## src/rtl/bf16_operand_streamer.sv

```systemverilog
// rtl/bf16_operand_streamer.sv - operand-pair memory streamed into the bf16 multiplier over stb/ack
module bf16_operand_streamer #(
  parameter int DW    = 16,
  parameter int DEPTH = 32,
  parameter int AW    = 5
) (
  input  logic            clk,
  input  logic            rst,
  input  logic            load_en,
  input  logic [AW-1:0]   load_addr,
  input  logic [2*DW-1:0] load_data,
  input  logic [AW:0]     num_ops,
  input  logic            start,
  output logic [2*DW-1:0] output_mul,
  output logic            output_mul_stb,
  input  logic            output_mul_ack,
  output logic            busy,
  output logic            done,
  output logic [AW:0]     count
);

  typedef enum logic [1:0] {IDLE, SEND, DONE} state_t;

  state_t          state_q, state_d;
  logic [AW-1:0]   rd_ptr_q, rd_ptr_d;
  logic [AW:0]     num_q, num_d;
  logic [AW:0]     count_q, count_d;
  logic [2*DW-1:0] data_q, data_d;
  logic            stb_q, stb_d;
  logic            busy_q, done_q;

  logic [2*DW-1:0] mem [DEPTH];
  logic [AW-1:0]   rd_ptr_nxt;
  logic            wr_hit0;

  assign rd_ptr_nxt = rd_ptr_q + AW'(1);
  // A write to address 0 landing with start must be the first word sent.
  assign wr_hit0    = load_en && (load_addr == '0);

  always_ff @(posedge clk) begin
    if (load_en && state_q == IDLE) mem[load_addr] <= load_data;
  end

  always_comb begin
    state_d  = state_q;
    rd_ptr_d = rd_ptr_q;
    num_d    = num_q;
    count_d  = count_q;
    data_d   = data_q;
    stb_d    = stb_q;
    case (state_q)
      IDLE: begin
        if (start) begin
          count_d = '0;
          if (num_ops != '0) begin
            num_d    = num_ops;
            rd_ptr_d = '0;
            data_d   = wr_hit0 ? load_data : mem[0];
            stb_d    = 1'b1;
            state_d  = SEND;
          end else begin
            state_d  = DONE;
          end
        end
      end
      SEND: begin
        if (stb_q && output_mul_ack) begin
          count_d = count_q + (AW+1)'(1);
          if (count_q == num_q - (AW+1)'(1)) begin
            stb_d   = 1'b0;
            state_d = DONE;
          end else begin
            rd_ptr_d = rd_ptr_nxt;
            data_d   = mem[rd_ptr_nxt];
          end
        end
      end
      DONE:    state_d = IDLE;
      default: state_d = IDLE;
    endcase
  end

  always_ff @(posedge clk or posedge rst) begin
    if (rst) begin
      state_q  <= IDLE;
      rd_ptr_q <= '0;
      num_q    <= '0;
      count_q  <= '0;
      data_q   <= '0;
      stb_q    <= 1'b0;
      busy_q   <= 1'b0;
      done_q   <= 1'b0;
    end else begin
      state_q  <= state_d;
      rd_ptr_q <= rd_ptr_d;
      num_q    <= num_d;
      count_q  <= count_d;
      data_q   <= data_d;
      stb_q    <= stb_d;
      busy_q   <= (state_d == SEND);
      done_q   <= (state_d == DONE);
    end
  end

  assign output_mul     = data_q;
  assign output_mul_stb = stb_q;
  assign busy           = busy_q;
  assign done           = done_q;
  assign count          = count_q;

endmodule

```

## config.mk

```make
export PLATFORM = sky130hd
export DESIGN_NAME = bf16_operand_streamer
export DESIGN_NICKNAME = d
export VERILOG_FILES = /design/src/rtl/bf16_operand_streamer.sv
export SDC_FILE = /design/constraint.sdc
export NUM_CORES = 1
export LEC_CHECK = 0
export BUFFER_PORTS_ARGS = -buffer_cell sky130_fd_sc_hd__buf_2
export CAP_MARGIN = 20
export CELL_PAD_IN_SITES_DETAIL_PLACEMENT = 0
export CELL_PAD_IN_SITES_GLOBAL_PLACEMENT = 1
export CORE_UTILIZATION = 40
export DETAILED_ROUTE_END_ITERATION = 7
export PLACE_DENSITY = 0.61
export SETUP_SLACK_MARGIN = 0.15
export SYNTH_ARGS = -nofsm -noshare
export SYNTH_HDL_FRONTEND = slang
export SYNTH_SLANG_ARGS = --single-unit
```

## constraint.sdc

```tcl
create_clock -name clk -period 8.1 [get_ports clk]
set_input_delay 0.81 -clock clk [delete_from_list [all_inputs] [get_ports clk]]
set_output_delay 0.81 -clock clk [all_outputs]
set_load 0.01 [all_outputs]
```

; After elaboration in Yosys (flattened, before gate mapping)
; Memories as Yosys holds them, arrays and structs flattened.
; Index checks and enable logic that the tools add are counted.
; W data, S select, Z words.
[totals]
n_memories = 1
out_inout_bits = 41
mem_bits_rw = 1024
ff_bits = 54
[memory_table]
columns = memory, depth, width, read_ports, rd_clocked_by_memory_dff, write_ports, line_no
row1 = mem, 32, 32, 2, 0, 1, 32  ; logic [2*DW-1:0] mem [DEPTH];
[classes]
reduce_logical = 11
mux = 26
add_sub_neg = 3
n_eq_ne = 9
[op_table]
columns = operator, n
row1 = $mux W32, 5
row2 = $pmux W32 S2, 1
row3 = $mux W5, 4
row4 = $mux W6, 2
row5 = $pmux W6 S2, 1
row6 = $pmux W5 S2, 1
row7 = $reduce_and A5 Y1, 2
row8 = $mux W2, 4
row9 = $ne A2 B2 Y1 const B, 4
row10 = $add A6 B1 Y6 const B, 1
row11 = $eq A6 B6 Y1, 1
row12 = $mux W1, 6
row13 = $reduce_and A3 Y1, 2
row14 = $reduce_bool A6 Y1, 1
row15 = $sub A6 B1 Y6 const B, 1
row16 = $add A5 B1 Y5 const B, 1
row17 = $logic_not A5 Y1, 1
row18 = $eq A2 B1 Y1 const B, 2
row19 = $pmux W2 S2, 1
row20 = $logic_and A1 B1 Y1, 3
row21 = $eq A2 B2 Y1 const B, 1
row22 = $logic_not A2 Y1, 1
row23 = $ne A2 B1 Y1 const B, 1
row24 = $pmux W1 S2, 1
row25 = $reduce_bool A2 Y1, 1

; Depth between registers and ports, before layout
; Gate-level depths: netlist of the first run.
[logic_depth]
word_depth = 6
depth_mapped = 11
mapped_depth_nobuf = 8

; Worst setup path before layout of the first run
; OpenSTA, ideal clock, no wires.
[synth_timing]
path_kind = in2reg
start = input load_addr[1]
end = memory mem[12][0] in the netlist's numbering (enable)
path_buffers = 1
required_time_ps = 7679
t_arrival_ps = 2726
slack_ps = 4953
cell_stages = 3
cell_sequence = or3_1 > clkbuf_1 > nor2_1
[synth_rtl]
columns = element, line_no
row1 = "start, declared", 10  ; input logic [AW-1:0] load_addr,
row2 = "end, declared", 32
; Straight into the memory's write port.

; Final worst setup path of the first run
[layout_timing]
start = register rd_ptr_q[0]
end = register data_q[19], in the netlist output_mul[19]
[layout_via]
elab_chain_cells = 5
[layout_rtl]
columns = element, line_no
row1 = "start, declared", 25  ; logic [AW-1:0] rd_ptr_q, rd_ptr_d;
row2 = "start signal, assigned", 95  ; rd_ptr_q <= rd_ptr_d;
row3 = $add A5 B1 Y5, 36  ; assign rd_ptr_nxt = rd_ptr_q + AW'(1);
row4 = $mem_v2 Z32 W32, --
row5 = $mux W32, 69  ; if (count_q == num_q - (AW+1)'(1)) begin
row6 = $mux W32, 67  ; if (stb_q && output_mul_ack) begin
row7 = $pmux W32 S2, 51  ; case (state_q)
row8 = "end signal, assigned", 98  ; data_q <= data_d;
row9 = "end, declared", 28  ; logic [2*DW-1:0] data_q, data_d;
; No other way between the ends. The select of a mux whose other input is x is not followed.
; A chain may end at the register's enable or synchronous reset.

==> results of run 1 <==
worst max-delay path by stage:
stage          slack (ps)              to  depth (start not counted)
2_1_floorplan        4950      mem[12][0]                          3
3_3_place_gp         3630   output_mul[7]                          8
3_5_place_dp         3590  output_mul[19]                          9
4_1_cts              3580  output_mul[19]                          9
5_1_grt              3480  output_mul[19]                          9
6_report             3730  output_mul[19]                          9
power by group through the flow:
stage	logic [mW]	clock network (mW)	registers, mW
after floorplan	3.77	0	6.50
after global placement	5.55	0	6.65
after detailed placement	5.59	0	6.65
after CTS	5.60	5.24	6.54
after global routing	5.97	5.44	6.55
final	5.57	5.16	6.53
flip-flops by register name, indices dropped and copies added, names as in the netlist:
register	count
output_mul_stb	1
mem	1024
output_mul	32
count	6
done	1
rd_ptr_q	5
num_q	6
busy	1
state_q	2
kinds of logic after synthesis:
logic type	Yosys count	share of synthesized area, %
AO/OA/AOI/OAI	268	4.354
XOR/XNOR	15	0.3299
adder cells (fa/ha/maj)	3	0.08918
buffers and inverters	154	1.540
flip-flops	1078	76.26
multiplexers	293	11.73
AND/OR/NAND/NOR	564	5.698
metal layers:
layer | global-route usage, % | share of wire, %
met4 | 5.780 | 2.4
met5 | 0 | 0.013
met3 | 3.461 | 6.1
met2 | 36.32 | 48
met1 | 31.98 | 44
per-stage QoR:
stage | area, µm² | total power, mW | cells
after floorplan | 42100 | 10.27 | 2375
after global placement | 44480 | 12.21 | 3756
after detailed placement | 44480 | 12.25 | 3756
after CTS | 48160 | 17.38 | 3969
after global routing | 48170 | 17.96 | 3970
final | 48180 | 17.27 | 3971
cells in the final DEF (no fill, tap or decap), types with 33 or more instances in the layout:
cell       count
clkbuf_16    117
clkinv_2      33
mux2i_1      129
dfrtp_1       53
mux4_2       160
nand3_1       38
nor2_4        34
buf_2         88
a21oi_1       55
nor2_1        63
a31oi_1       75
edfxtp_1    1024
nand2_1      333
buf_4         56
worst reg2reg max path, delay by kind of cell (launching register included):
family / cells / cell delay (ps)
and+or+nand+nor: 3 / 1100
buffers and inverters: 3 / 1770
AOI/OAI and AO/OA: 2 / 370
DFF: 1 / 860
xor gates and xnor gates: 1 / 210
area by class of cell:
| cell class | instances | area, µm² |
|---|---|---|
| fill | 8880 | 55760 |
| multi-input combinational | 1143 | 9709 |
| clock inverter | 74 | 645.6 |
| timing repair buffer | 147 | 912.1 |
| antenna | 1 | 2.502 |
| sequential | 1078 | 32100 |
| inverter | 9 | 33.78 |
| clock buffer | 139 | 3040 |
| tap | 1380 | 1727 |
==> summary.md, run 1 <==
| Metric | Value |
|---|---|
| Nets@finish | `2543` |
| Number of global-route vias before repair | `23410` |
| Std cell rows | `118` |
| WL/cell | `30.12 µm` |
| Endpoint of the worst hold path | `num_q[0]` |
| CP Launch Type | `flip-flop` |
| Routability congestion estimate | `0.7541` |
| Final Setup Violations | `0` |
| Yosys reg bits | `1078` |
| Sequential Power Share | `37.8%` |
| Internal Power | `11.38 mW` |
| Worst reg2reg setup slack | `3730 ps` |
| Final period util | `53.99%` |
| Top_reg_cell synth | `edfxtp_1` |
| Worst hold slack | `391.8 ps` |
| Crit path launch | `rd_ptr_q[0]` |
| Post-CTS setup buffers | `0` |
| Clock Skew | `20.61 ps` |
| Peak supply drop | `0.3155 mV` |
| RSZ-0062 raised after global routing | `no` |
| Status | `completed` |
| CTS Buf Count | `113` |
| Congestion Overflow GR | `0` |
| Hold Path Class | `in2reg` |
| Die span in y | `326.4 µm` |
| TNS Setup | `0 ps` |
| Cell taking the most area after synthesis | `edfxtp_1` |
| Mean post-synth cell area | `17.72 µm²` |
| Worst-path maximum fanout | `36` |
| First-pass GRT wire length | `170800 µm` |
| Cell family with most CP delay | `buffers and inverters` |
| H-tree Lvls | `3` |
| Most frequent cell after synthesis | `edfxtp_1` |
| Max Freq | `228.7 MHz` |
| Async set-reset flop share out of synthesis | `5.009%` |
| Sequential share of the synthesized area | `76.26%` |
| Final hold vios | `0` |
| Crit. End Element | `flip-flop` |
| Leak Pwr | `15.69 nW` |
| # IOs | `89` |
| Final Max Tran Viols | `0` |
| Initial DRT Pass Iterations | `5` |
| Crit path top cell by count | `buf_4` |
| Layout area overhead | `14.44%` |
| Share of layout cells above drive strength 1 | `20.85%` |
| Comb power frac | `32.3%` |
| Total number of vias | `23090` |
| Post-route setup slack | `3727 ps` |
| Starting Density | `40.50%` |
| 1st-iter DRT viols | `2376` |
| R2R Path End | `output_mul[19]` |
| YS warnings | `0` |
| Clock Latency Late Sink | `690 ps` |
| Cell count of the worst reg-to-reg path | `9` |
| Worst Hold Depth | `3` |
| Util after Layout | `46.35%` |
| Tmin final | `4373 ps` |
| Initial antenna violation count | `8` |
| Worst path required time | `8700 ps` |
| Slew headroom | `30.00%` |
| Post-Syn Nets | `2426` |
| Final wirelength | `119600 µm` |
| Maxcap violations | `0` |
| Core footprint | `103900 µm²` |
| Sw power | `5.882 mW` |
| Max Buffers Root-to-Sink | `3` |
| Actual slew at the worst max-slew pin | `1050 ps` |
| Buf/Inv on CP | `3` |
| Critical-path top delay cell | `dfrtp_4` |
| FF-to-FF Start | `rd_ptr_q[0]` |
| Post-synth top cells | `1024 x edfxtp_1, 334 x nand2_1, 160 x mux4_2` |
| CTS Hold Buffers Added | `0` |
| Worst EP arrival | `4970 ps` |
| DRC | `0` |
| Critical-path cell list | `nand3_1 > xnor2_2 > buf_4 > buf_4 > nand2_2 > buf_4 > nor3_1 > a31oi_1 > a31oi_1` |
| Clk slew on worst S/H paths | `70 ps` |
| Clock share of power | `29.9%` |
| Synthesized instance count | `2375` |
| Die Footprint | `106500 µm²` |
| Crit path kind | `reg2reg` |
| Hold wc startpoint | `num_ops[0]` |
| Power per cell area | `358.4 nW/µm²` |
| Setup WS pre-CTS | `3589 ps` |
| Number of port buffers | `88` |
| Yosys cell types | `52` |
| CP max stage delay | `860 ps` |
| Main area contributors after synthesis | `edfxtp_1 73%, mux4_2 8.6%, dfrtp_1 3.2%` |
| Clock Sinks | `1078` |
| Mapped Area | `42100 µm²` |
| Post-DRT Antenna Nets | `0` |
| Via/cell ratio | `5.814` |
| Root Driver | `clkbuf_16` |
| Die X | `326.4 µm` |
| Largest net degree at the start of global routing | `168` |
| Tot GR Track Use | `22.49%` |
| Number of enable flip-flop cells after synthesis | `1024` |
| DP Wirelength | `59910 µm` |
| Switching share of power | `34.07%` |
| Post-cts sizing count | `0` |
| Synth top area share | `73.05%` |
| CTS tree | `built` |
(Power assumes the default switching activity.)
==> inputs of run 2 (changes only) <==
clock period = 4.42 ns   (was 8.1 ns; I/O delays follow)
==> summary.md, run 2 (same netlist as run 1, synthesis figures left out) <==
| Metric | Value |
|---|---|
| Nets@finish | `2577 (+1.3%)` |
| Number of port buffers | `88 (unchanged)` |
| RSZ-0062 raised after global routing | `no` |
| Filler cell count | `8884 (+0.045%)` |
| Worst path required time | `4980 ps (-3720 ps)` |
| Critical-path cell list | `ha_4 > nor2b_4 > buf_12 > a32oi_1 > o211ai_1 > o21ai_0 > o32a_1` |
| Initial DRT Pass Iterations | `5 (unchanged)` |
| Final period util | `73.74% (+20 points)` |
| Endpoint of the worst hold path | `num_q[1]` |
| Worst Hold Depth | `3 (unchanged)` |
| Power per cell area | `657.9 nW/µm² (+84%)` |
| Global Route met2 Usage | `34.62% (-1.7 points)` |
| ANT cells | `0 (-1)` |
| Critical-path top delay cell | `ha_4` |
| Die Footprint | `106500 µm² (unchanged)` |
| DRC | `0 (unchanged)` |
| FF-to-FF Start | `rd_ptr_q[0]` |
| Hold wc startpoint | `num_ops[1]` |
| Clock Skew | `22.32 ps (+1.715 ps)` |
| Tmin final | `3259 ps (-1114 ps)` |
| # IOs | `89 (unchanged)` |
| Layout area overhead | `15.57%` |
| Tot GR Track Use | `22.38% (-0.11 points)` |
| TNS Setup | `0 ps (unchanged)` |
| Final Setup Violations | `0 (unchanged)` |
| Largest net degree at the start of global routing | `84 (-50%)` |
| Reg area | `32100 µm² (unchanged)` |
| CP Launch Type | `flip-flop` |
| CP max stage delay | `820 ps (-40 ps)` |
| Initial antenna violation count | `9 (+1)` |
| Setup WS pre-CTS | `1130 ps (-2459 ps)` |
| Area after DPL | `44930 µm² (+1.0%)` |
| Worst EP arrival | `3820 ps (-1150 ps)` |
| Number of global-route vias before repair | `23300 (-0.46%)` |
| WL/cell | `29.68 µm (-1.5%)` |
| Core footprint | `103900 µm² (unchanged)` |
| Worst reg2reg setup slack | `1160 ps (-2570 ps)` |
| Crit. End Element | `flip-flop` |
| Die span in y | `326.4 µm (unchanged)` |
| Most flops, register | `mem` |
| Slew headroom | `35.21% (+5.2 points)` |
| Area of the multi-input gates | `9709 µm² (unchanged)` |
| Status | `completed` |
| Clk slew on worst S/H paths | `60 ps (about the same)` |
| Cell count of the worst reg-to-reg path | `7 (-2)` |
| Leak Pwr | `15.91 nW (+1.4%)` |
| Clock Latency Late Sink | `690 ps (about the same)` |
| Crit path kind | `reg2reg` |
| Root Driver | `clkbuf_16` |
| Max Buffers Root-to-Sink | `3 (unchanged)` |
| Final hold vios | `0 (unchanged)` |
| Util after Layout | `46.81% (+0.46 points)` |
| Buf/Inv on CP | `1 (-2)` |
| Hold Path Class | `in2reg` |
| Maxcap violations | `0 (unchanged)` |
| Die X | `326.4 µm (unchanged)` |
| First-pass GRT wire length | `169700 µm (-0.65%)` |
| Clock Sinks | `1078 (unchanged)` |
| Final wirelength | `118800 µm (-0.66%)` |
| Total number of vias | `23200 (+0.48%)` |
| Post-DRT Antenna Nets | `0 (unchanged)` |
| Post-route setup slack | `1161 ps (-2566 ps)` |
| Max Freq | `306.8 MHz (+34%)` |
| Std cell rows | `118 (unchanged)` |
| Share of layout cells above drive strength 1 | `21.62% (+0.77 points)` |
| CTS tree | `built` |
| DP Wirelength | `63700 µm (+6.3%)` |
| Congestion Overflow GR | `0 (unchanged)` |
| Cell family with most CP delay | `adder cells` |
| H-tree Lvls | `3 (unchanged)` |
| Peak supply drop | `0.5468 mV (+73%)` |
| Final Max Tran Viols | `0 (unchanged)` |
| Design Area, Final | `48650 µm² (+0.99%)` |
| Worst-path maximum fanout | `39 (+8.3%)` |
| Number of flip-flops in the largest register | `1024 (unchanged)` |
| GRT busiest layer | `met2` |
| Met1 GRT Util | `32.67% (+0.69 points)` |
| Most frequent cells in the layout | `1024 x edfxtp_1, 333 x nand2_1, 160 x mux4_2, 129 x mux2i_1, 114 x clkbuf_16` |
| GRT met3 Usage | `4.378% (+0.92 points)` |
| Starting Density | `40.50% (unchanged)` |
| 1st-iter DRT viols | `2571 (+8.2%)` |
| R2R Path End | `output_mul[7]` |
| CTS Buf Count | `113 (unchanged)` |
| Via/cell ratio | `5.795 (-0.33%)` |
| Commonest non-fill, non-tap cell in the layout | `edfxtp_1` |
| Actual slew at the worst max-slew pin | `969.6 ps (-80.46 ps)` |
| Routability congestion estimate | `0.7969 (+5.7%)` |
-- run 2: repair_timing --
action / in CTS / in global routing
gates resized for setup: 0 / 0
hold endpoints to repair: 57 / 0
buffers inserted: 0 / 0
hold buffers: 4 / 0
-- run 2: worst max-delay path by stage --
| stage | startpoint | endpoint | cells past startpoint |
|---|---|---|---|
| 6_report | rd_ptr_q[0] | output_mul[7] | 7 |
| 5_1_grt | rd_ptr_q[0] | output_mul[10] | 9 |
| 4_1_cts | rd_ptr_q[0] | output_mul[2] | 7 |
| 3_5_place_dp | rd_ptr_q[0] | output_mul[2] | 7 |
| 3_3_place_gp | rd_ptr_q[0] | output_mul[7] | 7 |
| 2_1_floorplan | state_q[1] | mem[12][0] | 6 |
-- run 2: area by class of cell --
class                      count  area share (%)
tap                         1380           3.549
clock buffer                 153           6.350
multi-input combinational   1143           19.96
sequential                  1078           65.99
timing repair buffer         181           2.875
inverter                       9         0.06944
clock inverter                59           1.211
-- run 2: tightest hold or removal path, stage by stage --
cell and delay [ps]:
buf_2 90, nand2_1 50, o21ai_0 90
-- run 2: metal layers --
metal | share of wire (%) | wire length (µm)
met3 | 7.8 | 9289
met2 | 46 | 54640
met4 | 2.4 | 2878
met5 | 0.011 | 13
met1 | 44 | 51990
-- run 2: per-stage QoR --
| step | instances | hold slack (ps) | power, mW |
|---|---|---|---|
| 4_1_cts | 4003 | 7.029 | 32.20 |
| 6_report | 4003 | 43.96 | 32.01 |
| 5_1_grt | 4003 | 15.49 | 33.28 |
| 2_1_floorplan | 2375 | 502.2 | 18.82 |
| 3_3_place_gp | 3787 | 516.2 | 22.72 |
| 3_5_place_dp | 3787 | 519.0 | 22.77 |
-- run 2: power by group --
group          internal [mW]  switching [mW]  leakage [nW]
clock                   5.52            3.93          1.82
sequential              11.5           0.478          9.84
combinational           4.16            6.44          4.26
total                   21.2            10.8          15.9
==> inputs of run 3 (changes only) <==
clock period = 3.3 ns   (was 4.42 ns; I/O delays follow)
==> summary.md, run 3 (same netlist as run 1, synthesis figures left out) <==
| Metric | Value |
|---|---|
| Number of global-route vias before repair | `23670 (+1.6%)` |
| H-tree Lvls | `3 (unchanged)` |
| Max Buffers Root-to-Sink | `3 (unchanged)` |
| Max Freq | `356.3 MHz (+16%)` |
| Congestion Overflow GR | `0 (unchanged)` |
| Clk slew on worst S/H paths | `60 ps (about the same)` |
| DP Wirelength | `63470 µm (-0.37%)` |
| Final wirelength | `119500 µm (+0.55%)` |
| Clock Latency Late Sink | `700 ps (about the same)` |
| CTS tree | `built` |
| Final hold vios | `0 (unchanged)` |
| Actual slew at the worst max-slew pin | `857.9 ps (-111.7 ps)` |
| Largest net degree at the start of global routing | `61 (-27%)` |
| Comb power frac | `34.0% (+0.9 points)` |
| Clock Sinks | `1078 (unchanged)` |
| Crit path kind | `reg2reg` |
| Total number of vias | `23300 (+0.44%)` |
| Slew headroom | `42.81% (+7.6 points)` |
| Die span in y | `326.4 µm (unchanged)` |
| Initial antenna violation count | `5 (-4)` |
| Clock Skew | `18.67 ps (-3.653 ps)` |
| CTS Buf Count | `113 (unchanged)` |
| Setup WS pre-CTS | `496.6 ps (-633.3 ps)` |
| WL/cell | `29.75 µm (+0.23%)` |
| Worst path required time | `3860 ps (-1120 ps)` |
| Final Setup Violations | `0 (unchanged)` |
| First-pass GRT wire length | `171300 µm (+0.95%)` |
| Most flops, register | `mem` |
| Placed Cells | `3795 (+0.21%)` |
| Starting Density | `40.50% (unchanged)` |
| Final Max Tran Viols | `0 (unchanged)` |
| Tmin final | `2807 ps (-452.4 ps)` |
| Die X | `326.4 µm (unchanged)` |
| Area after DPL | `45310 µm² (+0.83%)` |
| Switching share of power | `34.07% (+0.17 points)` |
| RSZ-0062 raised after global routing | `no` |
| Worst EP arrival | `3360 ps (-460 ps)` |
| Sequential Power Share | `37.0% (-0.3 points)` |
| Post-CTS setup buffers | `0 (unchanged)` |
| Fin cells | `4016 (+0.32%)` |
| DRC | `0 (unchanged)` |
| Initial DRT Pass Iterations | `5 (unchanged)` |
| TNS Setup | `0 ps (unchanged)` |
| Routability congestion estimate | `0.7891 (-0.98%)` |
| Maxcap violations | `0 (unchanged)` |
| Commonest non-fill, non-tap cell in the layout | `edfxtp_1` |
| Via/cell ratio | `5.802 (+0.11%)` |
| Number of port buffers | `88 (unchanged)` |
| Layout area overhead | `16.57%` |
| Tot GR Track Use | `22.49% (+0.11 points)` |
| Sw power | `14.71 mW (+36%)` |
| Peak supply drop | `0.7145 mV (+31%)` |
| Root Driver | `clkbuf_16` |
| Number of flip-flops in the largest register | `1024 (unchanged)` |
| Post-DRT Antenna Nets | `0 (unchanged)` |
| Share of layout cells above drive strength 1 | `21.63% (about the same)` |
| Nets@finish | `2590 (+0.50%)` |
| Leak Pwr | `16.01 nW (+0.64%)` |
| Post-route setup slack | `493.2 ps (-667.6 ps)` |
| # IOs | `89 (unchanged)` |
| Most frequent cells in the layout | `1024 x edfxtp_1, 333 x nand2_1, 160 x mux4_2, 129 x mux2i_1, 114 x clkbuf_16` |
| Status | `completed` |
| Final period util | `85.05% (+11 points)` |
| Std cell rows | `118 (unchanged)` |
| CP Launch Type | `flip-flop` |
| Crit. End Element | `flip-flop` |
| Hold Path Class | `in2reg` |
| Worst hold slack | `102.3 ps (+58.33 ps)` |
| 1st-iter DRT viols | `2319 (-9.8%)` |
| Worst-path maximum fanout | `25 (-36%)` |
| Die Footprint | `106500 µm² (unchanged)` |
| Internal Power | `28.47 mW (+35%)` |
| Power per cell area | `880.1 nW/µm² (+34%)` |
| Design Area, Final | `49070 µm² (+0.86%)` |
| Core footprint | `103900 µm² (unchanged)` |
| Clock share of power | `29.0% (-0.5 points)` |
==> run 3: cell types whose count changed in the layout (fill, tap and decap cells not counted), sizes merged <==
cell | before | now
dlygate4sd3 | 4 | 9
diode | 0 | 1
bufinv | 11 | 9
clkinvlp | 2 | 4
buf | 177 | 185
clkinv | 44 | 43
clkbuf | 153 | 152
inv | 11 | 12
==> run 3: what timing repair did <==
action	in CTS	in global routing
endpoints found under the setup margin	0	0
endpoints found under the hold margin	67	0
resized for setup	0	0
hold buffers	9	0
==> run 3: power by group through the flow <==
| stage | combinational [mW] | sequential [mW] | clock (mW) |
|---|---|---|---|
| 2_1_floorplan | 9.26 | 15.9 | 0 |
| 3_3_place_gp | 14.6 | 16.2 | 0 |
| 3_5_place_dp | 14.7 | 16.3 | 0 |
| 4_1_cts | 14.8 | 16.0 | 12.7 |
| 5_1_grt | 15.6 | 16.0 | 13.3 |
| 6_report | 14.7 | 16.0 | 12.5 |
==> run 3: worst max-delay path, cell delays in order, from the launching register on <==
cell and delay, ps:
dfrtp_1 410, or3_1 450, xnor2_1 210, o22a_1 200, a211o_1 150, and2_2 720, buf_4 380, a31oi_1 130
==> run 3: routing by layer <==
| metal | global-route usage, % | vias to the layer above | wire length, µm |
|---|---|---|---|
| met2 | 35.22 | 922 | 55390 |
| met1 | 32.18 | 12440 | 52010 |
| met5 | 0 | - | 9 |
| met3 | 4.627 | 157 | 9114 |
| met4 | 5.780 | 2 | 2949 |
| li1 | - | 9781 | - |
==> run 3: stage by stage <==
| stage | total power [mW] | util (%) |
|---|---|---|
| 6_report | 43.19 | 47.21 |
| 5_1_grt | 44.93 | 47.21 |
| 4_1_cts | 43.47 | 47.21 |
| 3_5_place_dp | 30.98 | 43.59 |
| 3_3_place_gp | 30.84 | 43.59 |
| 2_1_floorplan | 25.21 | - |
==> run 3: cell type report <==
class                   instances  area [µm²]
repair buffers                194        1822
flip-flops and latches       1078       32100
fillers                      8807       54870
diodes                          1       2.502
inverters                       9       33.78
well taps                    1380        1727
clock buffers                 152        3105
multi-input cells            1143        9709
clock inverters                59       568.0
==> run 3: path summary, 6_finish.rpt <==
path	start	end	slack [ps]	depth (start not counted)
setup / recovery	num_q[0]	output_mul[0]	490	7
hold / removal	load_data[19]	mem[17][19]	100	1
setup reg to reg	num_q[0]	output_mul[0]	490	7
hold reg to reg	num_q[5]	num_q[5]	540	1
max in group asynchronous	rst	rd_ptr_q[0]	2650	4
min in group asynchronous	rst	busy	300	4
